### config.mk
export PLATFORM = sky130hd
export DESIGN_NAME = seg7_scan_driver_flat
export DESIGN_NICKNAME = d
export VERILOG_FILES = /design/src/rtl/seg7_pkg.sv /design/src/rtl/seg7_scan_driver_if.sv /design/src/rtl/hex_to_7seg.sv /design/src/rtl/seg7_scan_driver.sv /design/src/flat_wrapper.sv
export SDC_FILE = /design/constraint.sdc
export NUM_CORES = 1
export LEC_CHECK = 0
export BUFFER_PORTS_ARGS = -buffer_cell sky130_fd_sc_hd__buf_2
export CAP_MARGIN = 20
export CORE_UTILIZATION = 55
export DETAILED_ROUTE_END_ITERATION = 6
export PLACE_DENSITY = 0.8
export SLEW_MARGIN = 10
export SYNTH_ARGS = -nofsm -noshare
export SYNTH_HDL_FRONTEND = slang
export SYNTH_SLANG_ARGS = --single-unit
### constraint.sdc
create_clock -name clk_in -period 2.7 [get_ports clk_in]
set_input_delay 0.405 -clock clk_in [delete_from_list [all_inputs] [get_ports clk_in]]
set_output_delay 0.405 -clock clk_in [all_outputs]
set_load 0.03 [all_outputs]
### src/rtl/seg7_pkg.sv
// Shared constants and types for the seven-segment scan driver.
package seg7_pkg;

  localparam logic [6:0] SEG_OFF = 7'h7F;

  // Active-low segment patterns, bit0 = CA ... bit6 = CG; index 15 first
  localparam logic [15:0][6:0] SEG_LUT = {
    7'h0E, 7'h06, 7'h21, 7'h46, 7'h03, 7'h08, 7'h10, 7'h00,
    7'h78, 7'h02, 7'h12, 7'h19, 7'h30, 7'h24, 7'h79, 7'h40
  };

  typedef enum logic {BLANK, DRIVE} scan_phase_t;

endpackage

### src/rtl/seg7_scan_driver_if.sv
// Display-side bundle: scan strobe and frame inputs in, anode/segment pins out.
interface seg7_scan_driver_if #(
  parameter int unsigned N_DIGITS = 8
);
  logic                    scan_tick;
  logic [4*N_DIGITS-1:0]   value;
  logic [N_DIGITS-1:0]     dp_mask;
  logic [N_DIGITS-1:0]     digit_en;
  logic [N_DIGITS-1:0]     anodes;
  logic [6:0]              segments;
  logic                    dp;

  modport master (output scan_tick, value, dp_mask, digit_en,
                  input  anodes, segments, dp);
  modport slave  (input  scan_tick, value, dp_mask, digit_en,
                  output anodes, segments, dp);
endinterface

### src/rtl/hex_to_7seg.sv
// Combinational hex nibble to active-low seven-segment pattern.
module hex_to_7seg
  import seg7_pkg::*;
(
  input  logic [3:0] nibble,
  output logic [6:0] seg_c
);
  assign seg_c = SEG_LUT[nibble];
endmodule

### src/rtl/seg7_scan_driver.sv
// Time-multiplexes a hex frame onto an N-digit common-anode display.
// Optional macro SEG7_LEADING_ZERO_BLANK_EN darkens leading zero digits.
module seg7_scan_driver
  import seg7_pkg::*;
#(
  parameter int unsigned N_DIGITS = 8
)(
  input  logic                 clk_in,
  input  logic                 resetf,
  seg7_scan_driver_if.slave    bus
);
  localparam int unsigned IDX_W = $clog2(N_DIGITS);

  logic [IDX_W-1:0]          idx_q;
  logic [IDX_W-1:0]          idx_nxt_c;
  logic                      tick_q;
  logic                      edge_c;
  logic [N_DIGITS-1:0][3:0]  buf_val_q;
  logic [N_DIGITS-1:0]       buf_dp_q;
  logic [N_DIGITS-1:0]       buf_en_q;
  logic [N_DIGITS-1:0]       lz_mask_c;
  scan_phase_t               phase_q;
  logic [N_DIGITS-1:0]       anodes_q;
  logic [6:0]                segments_q;
  logic [6:0]                seg_c;
  logic                      dp_q;

  // The divider output is data: rising-edge detect only
  assign edge_c    = bus.scan_tick & ~tick_q;
  assign idx_nxt_c = (idx_q == IDX_W'(N_DIGITS - 1)) ? '0 : idx_q + IDX_W'(1);

`ifdef SEG7_LEADING_ZERO_BLANK_EN
  // Contiguous run of zero nibbles from the MSB down; digit 0 always shown
  always_comb begin : lz_scan
    logic run;
    run       = 1'b1;
    lz_mask_c = '0;
    for (int k = int'(N_DIGITS) - 1; k >= 1; k--) begin
      run          = run & (bus.value[4*k +: 4] == 4'h0);
      lz_mask_c[k] = run;
    end
  end
`else
  assign lz_mask_c = '0;
`endif

  hex_to_7seg u_dec (
    .nibble (buf_val_q[idx_q]),
    .seg_c  (seg_c)
  );

  // Scan FSM: an edge always blanks for one cycle before the next digit drives
  always_ff @(posedge clk_in or negedge resetf) begin
    if (!resetf) begin
      idx_q      <= '0;
      tick_q     <= 1'b0;
      buf_val_q  <= '0;
      buf_dp_q   <= '0;
      buf_en_q   <= '0;
      phase_q    <= BLANK;
      anodes_q   <= '1;
      segments_q <= SEG_OFF;
      dp_q       <= 1'b1;
    end else begin
      tick_q <= bus.scan_tick;
      if (edge_c) begin
        idx_q    <= idx_nxt_c;
        phase_q  <= BLANK;
        anodes_q <= '1;
        // Frame latched only at the wrap so a frame never mixes two values
        if (idx_nxt_c == '0) begin
          buf_val_q <= bus.value;
          buf_dp_q  <= bus.dp_mask;
          buf_en_q  <= bus.digit_en & ~lz_mask_c;
        end
      end else if (phase_q == BLANK) begin
        phase_q    <= DRIVE;
        anodes_q   <= buf_en_q[idx_q] ? ~(N_DIGITS'(1) << idx_q) : '1;
        segments_q <= seg_c;
        dp_q       <= ~buf_dp_q[idx_q];
      end
    end
  end

  assign bus.anodes   = anodes_q;
  assign bus.segments = segments_q;
  assign bus.dp       = dp_q;

endmodule

### src/flat_wrapper.sv
// flat-port wrapper written by rule: the top's interface ports become plain ports
module seg7_scan_driver_flat import seg7_pkg::*;
#(
  parameter int unsigned N_DIGITS = 8
)
  (clk_in, resetf, bus_scan_tick, bus_value, bus_dp_mask, bus_digit_en, bus_anodes, bus_segments, bus_dp);
  seg7_scan_driver_if #(.N_DIGITS(N_DIGITS)) bus_i ();
  input  logic clk_in;
  input  logic resetf;
  input wire logic [$bits(bus_i.scan_tick)-1:0] bus_scan_tick;
  input wire logic [$bits(bus_i.value)-1:0] bus_value;
  input wire logic [$bits(bus_i.dp_mask)-1:0] bus_dp_mask;
  input wire logic [$bits(bus_i.digit_en)-1:0] bus_digit_en;
  output wire logic [$bits(bus_i.anodes)-1:0] bus_anodes;
  output wire logic [$bits(bus_i.segments)-1:0] bus_segments;
  output wire logic [$bits(bus_i.dp)-1:0] bus_dp;
  assign bus_i.scan_tick = bus_scan_tick;
  assign bus_i.value = bus_value;
  assign bus_i.dp_mask = bus_dp_mask;
  assign bus_i.digit_en = bus_digit_en;
  assign bus_anodes = bus_i.anodes;
  assign bus_segments = bus_i.segments;
  assign bus_dp = bus_i.dp;
  seg7_scan_driver #(.N_DIGITS(N_DIGITS)) u_core (.clk_in(clk_in), .resetf(resetf), .bus(bus_i));
endmodule
Word-level counts from Yosys, hierarchy flattened --
Memory sizes are Yosys's and may differ from the RTL's. A register that Yosys moved wholly into a read port is not among the register bits. Index checks and enable logic that the tools add are counted.
Storage, ports and cells: bits in registers 62, bits in read-only memories 112, input bits 51, output and inout bits 16, logic and storage cells 42, memories kept 1
Cells by class: add/subtract/negate cells 1, order comparisons 1, equality and inequality tests 2, shift operators 1, multiplexer cells 11, bitwise gates (word level) 6, reduce and logical (&&, ||, !) cells 4
Memory list:
- (no name shown) | words 16, width 7, read ports 1, clocked after Yosys merged registers in 1, wr ports 0, RTL line hex_to_7seg.sv:8 | assign seg_c = SEG_LUT[nibble];
Operator list (number):
- two-way mux 8 bit | 3
- binary-select mux 4 bit (select 3 bit) | 1
- inverter 8 bit | 1
- left shift 1 x 3 -> 8 bit, first input constant | 1
- binary-select mux 1 bit (select 3 bit) | 2
- less-than comparator 3 x 4 -> 1 bit, second input constant | 1
- two-way mux 4 bit | 1
- inverter 1 bit | 4
- AND reduction 2 bit | 2
- adder 3 x 1 -> 3 bit, second input constant | 1
- == test 3 bit, second input constant | 1
- logical NOT 3 bit | 1
- two-way mux 1 bit | 3
- two-way mux 3 bit | 1
- inequality test 2 x 1 -> 1 bit, second input constant | 1
- bitwise AND 1 bit | 1
- logical NOT 1 bit | 1

Depth between registers and ports, before layout --
depth in word-level cells 5, depth in mapped cells 10, depth with buffers taken out 8

Cells and area by module --
From an unflattened synthesis, not the netlist that was laid out.
Unflattened totals: cell total of the unflattened synthesis 249, area, all modules 3517.1 um^2
Modules (own cells, without submodules):
- seg7_scan_driver | times used 1, cells an instance 217, area each 3241.9 um^2, seq. area each 1746.7 um^2
- hex_to_7seg | times used 1, cells an instance 32, area each 275.3 um^2, seq. area each 0.0 um^2

Worst setup path before layout --
Ideal clock, no wire load.
path type register to register, start point register u_core.idx_q[0], end point register u_core.segments_q[3] (netlist: u_core.bus.segments[3]), setup time 0.098 ns, arrival time 2.182 ns, setup slack 0.419 ns, cell stages (with the launch flop) 9, buffers on the path 2, period minus slack after synthesis 2.281 ns, cell sequence dfrtp_1 -> buf_6 -> buf_12 -> mux4_1 -> mux2i_2 -> inv_1 -> ha_1 -> a2111oi_2 -> a211oi_1
Between the ends: cells in the longest elaborated chain, start to end 2
Ends and longest elaborated chain:
- start: declaration | RTL line seg7_scan_driver.sv:14 | logic [IDX_W-1:0] idx_q;
- start signal: assignment | RTL line seg7_scan_driver.sv:67 | idx_q <= idx_nxt_c;
- binary-select mux 4 bit (select 3 bit) | RTL line seg7_scan_driver.sv:48 | .nibble (buf_val_q[idx_q]),
- two-way mux 4 bit (not written as such) | RTL line seg7_scan_driver.sv:48
- end: declaration | RTL line seg7_scan_driver.sv:24 | logic [6:0] segments_q;
Every way passes these cells. The select of a mux whose other input is x is not followed. A chain may end at the register's enable or synchronous reset.

Worst setup path in the final report --
Same ends and word-level chain as after synthesis.

==> flow_summary.json <==
{
  "core_area_um2": 5886,
  "clockBufferDepth": 2,
  "maxSlewViolCount": 0,
  "synth_area_leaders": "dfrtp_1 (40%), mux2_2 (16%), dfstp_2 (13%)",
  "synth_seq_area_share_pct": 52.09,
  "wl_per_cell_um": 15.73,
  "ys_ff_latch": 69,
  "pwr-share-seq_pct": 40.2,
  "p_leak_nw": 1.890,
  "max_freq_mhz": 424.3,
  "first_global_vias": 2043,
  "synth_top_area_share_pct": 39.55,
  "avgSynthCellArea_um2": 13.74,
  "rsz0062_at_grt": "false",
  "ys_types": 36,
  "port_buffers": 66,
  "drt-vias-per-instance": 5.472,
  "yosysTopAreaCell": "dfrtp_1",
  "slew_headroom_pct": 42.13,
  "row_count": 28,
  "ios": 67,
  "clkSinkCount": 69,
  "critPathLaunchType": "register",
  "power_frac_clock_pct": 21.2,
  "synth_fp_nets": 308,
  "antennaDiodeCount": 0,
  "dpl_cell_area_um2": 3750,
  "internal_power_mw": 2.627,
  "swShare_pct": 34.11,
  "cts-buffers-inserted": 9,
  "yosys_warnings": 0,
  "synthTopCellsByCount": "dfrtp_1 (53), mux2_2 (49), nand2_1 (20)",
  "cts-root-buf": "clkbuf_8",
  "clock_latency_ns": 0.34,
  "syn_area_um2": 3353,
  "p_sw_mw": 1.360,
  "die-area_um2": 6413,
  "grt.overflow.total": 0,
  "wl_mm": 6.196,
  "cts_setup_buffers": 0,
  "final.setup.worst_slack_ns": 0.3433,
  "die_width_um": 80.08,
  "route.vias.total": 2156,
  "cp.arrival_ns": 2.61,
  "grt.total_usage_pct": 21.33,
  "powerDensity_nw_per_um2": 1010,
  "clkTransAtPathRegs_ns": 0.07,
  "setup_tns_ns": 0,
  "grt_pass1_wl_mm": 9.963,
  "cts_hold_buf": 0,
  "worst_slew_pin_slew_ns": 0.8681,
  "violations": "DRC",
  "ir_worst_vdd_mv": 0.5380,
  "fillers": 442,
  "hpwl_mm": 4.395,
  "area_growth_pct": 17.69,
  "synth_edf_count": 0,
  "ant_nets": 0,
  "hold_class": "in2reg",
  "final_cell_area_um2": 3946,
  "drive_gt1_share_pct": 51.41,
  "required_ns": 2.95,
  "fin_crit_ns": 2.357,
  "cp_max_fo": 7,
  "routabilityCongestion": 0.8853,
  "status": "finished, violations left",
  "clock-skew-final_ns": 0.007131,
  "start_util_pct": 56.97,
  "drc": 3,
  "critPathKind": "reg2reg",
  "cts_max_level": 3,
  "hold_viol": 0,
  "synth_flop_cell": "dfrtp_1",
  "yosysMostFrequentCell": "dfrtp_1",
  "die_h_um": 80.08,
  "maxCapViolCount": 0,
  "setup-violations-final": 0,
  "tritoncts": "done",
  "p_comb_share_pct": 38.6,
  "drt-pass1-iter-count": 7,
  "pre_cts_slack_ns": 0.3762,
  "post_cts_resized": 0,
  "ys_async_sr_fraction_pct": 100.0,
  "min_period_over_period_pct": 87.29,
  "drt_iter0_markers": 103,
  "worstSetupEndpointType": "register",
  "antenna_found_initial": 0,
  "syn_inst": 244,
  "grt_max_degree": 70,
  "final_nets": 378
}
-- kinds of logic after synthesis --
family	synth area share [%]
flip-flops	52.09
multiplexers	28.13
AND/OR/NAND/NOR	5.672
AO/OA/AOI/OAI	5.709
buffers and inverters	3.283
adder cells (fa/ha/maj)	4.851
XOR/XNOR	0.2612
-- layer usage --
metal | share of wire (%) | GRT usage, % | vias up
met5 | 0 | 0 | -
met4 | 1.9 | 8.571 | 0
met3 | 4.7 | 6.364 | 11
met2 | 49 | 33.08 | 57
met1 | 45 | 28.16 | 1065
li1 | - | - | 1023
-- per-stage QoR --
stage / utilization, % / power (mW) / instances / hold slack [ns]
2_1_floorplan: - / 2.819 / 244 / 0.1094
3_3_place_gp: 63.71 / 3.086 / 378 / 0.4572
3_5_place_dp: 63.71 / 3.157 / 378 / 0.4575
4_1_cts: 67.05 / 4.006 / 394 / 0.1620
5_1_grt: 67.05 / 4.232 / 394 / 0.1596
6_report: 67.05 / 3.986 / 394 / 0.1773
-- power groups by stage --
stage / sequential (mW) / clock (mW) / combinational (mW)
2_1_floorplan: 1.67 / 0 / 1.15
3_3_place_gp: 1.60 / 0 / 1.49
4_1_cts: 1.60 / 0.856 / 1.55
3_5_place_dp: 1.62 / 0 / 1.54
6_report: 1.60 / 0.844 / 1.54
5_1_grt: 1.64 / 0.909 / 1.69
-- worst max-delay path, cell delays in order (launching register included) --
cell	delay (ns)
dfrtp_1	0.48
mux4_1	0.61
mux2i_2	0.33
inv_1	0.13
ha_1	0.27
a2111oi_2	0.35
a211oi_1	0.09
-- worst paths after layout --
kind | start | depth (start not counted) | slack, ns | endpoint
max reg2reg | u_core.idx_q[0] | 6 | 0.34 | u_core.bus.segments[3]
max | u_core.idx_q[0] | 6 | 0.34 | u_core.bus.segments[3]
max in group asynchronous | resetf | 2 | 1.87 | u_core.tick_q
min reg2reg | u_core.bus.segments[2] | 2 | 0.47 | u_core.bus.segments[2]
min in group asynchronous | resetf | 2 | 0.25 | u_core.idx_q[1]
min | bus_scan_tick | 1 | 0.18 | u_core.tick_q
-- sequential cells by signal, indices dropped and copies added, names as in the netlist --
| register | flops |
|---|---|
| u_core.bus.anodes | 8 |
| u_core.buf_en_q | 8 |
| u_core.buf_val_q | 32 |
| u_core.tick_q | 1 |
| u_core.buf_dp_q | 8 |
| u_core.bus.segments | 7 |
| u_core.bus.dp | 1 |
| u_core.idx_q | 3 |
| u_core.phase_q | 1 |
-- cell usage in the layout, fill, tap and decap left out, types with 3 or more instances in the layout --
cell / n
a21oi_1: 5
a31oi_1: 3
buf_2: 66
buf_4: 4
clkbuf_1: 4
clkbuf_8: 11
dfrtp_1: 53
dfstp_2: 16
ha_1: 13
inv_1: 7
mux2_2: 49
mux4_1: 6
mux4_2: 6
nand2_1: 19
nor2_1: 16
o21ai_0: 6
o21ai_1: 3
o22ai_1: 6
-- layout make-up --
| type | count | area (um^2) | area share (%) |
|---|---|---|---|
| Sequential cell | 69 | 1747 | 44.26 |
| Clock inverter | 1 | 30.03 | 0.7609 |
| Inverter | 8 | 30.03 | 0.7609 |
| Clock buffer | 15 | 166.4 | 4.217 |
| Timing Repair Buffer | 71 | 380.4 | 9.639 |
| Tap cell | 75 | 93.84 | 2.378 |
| Multi-Input combinational cell | 155 | 1499 | 37.98 |
No activity file was read; power rests on OpenSTA's default activity.
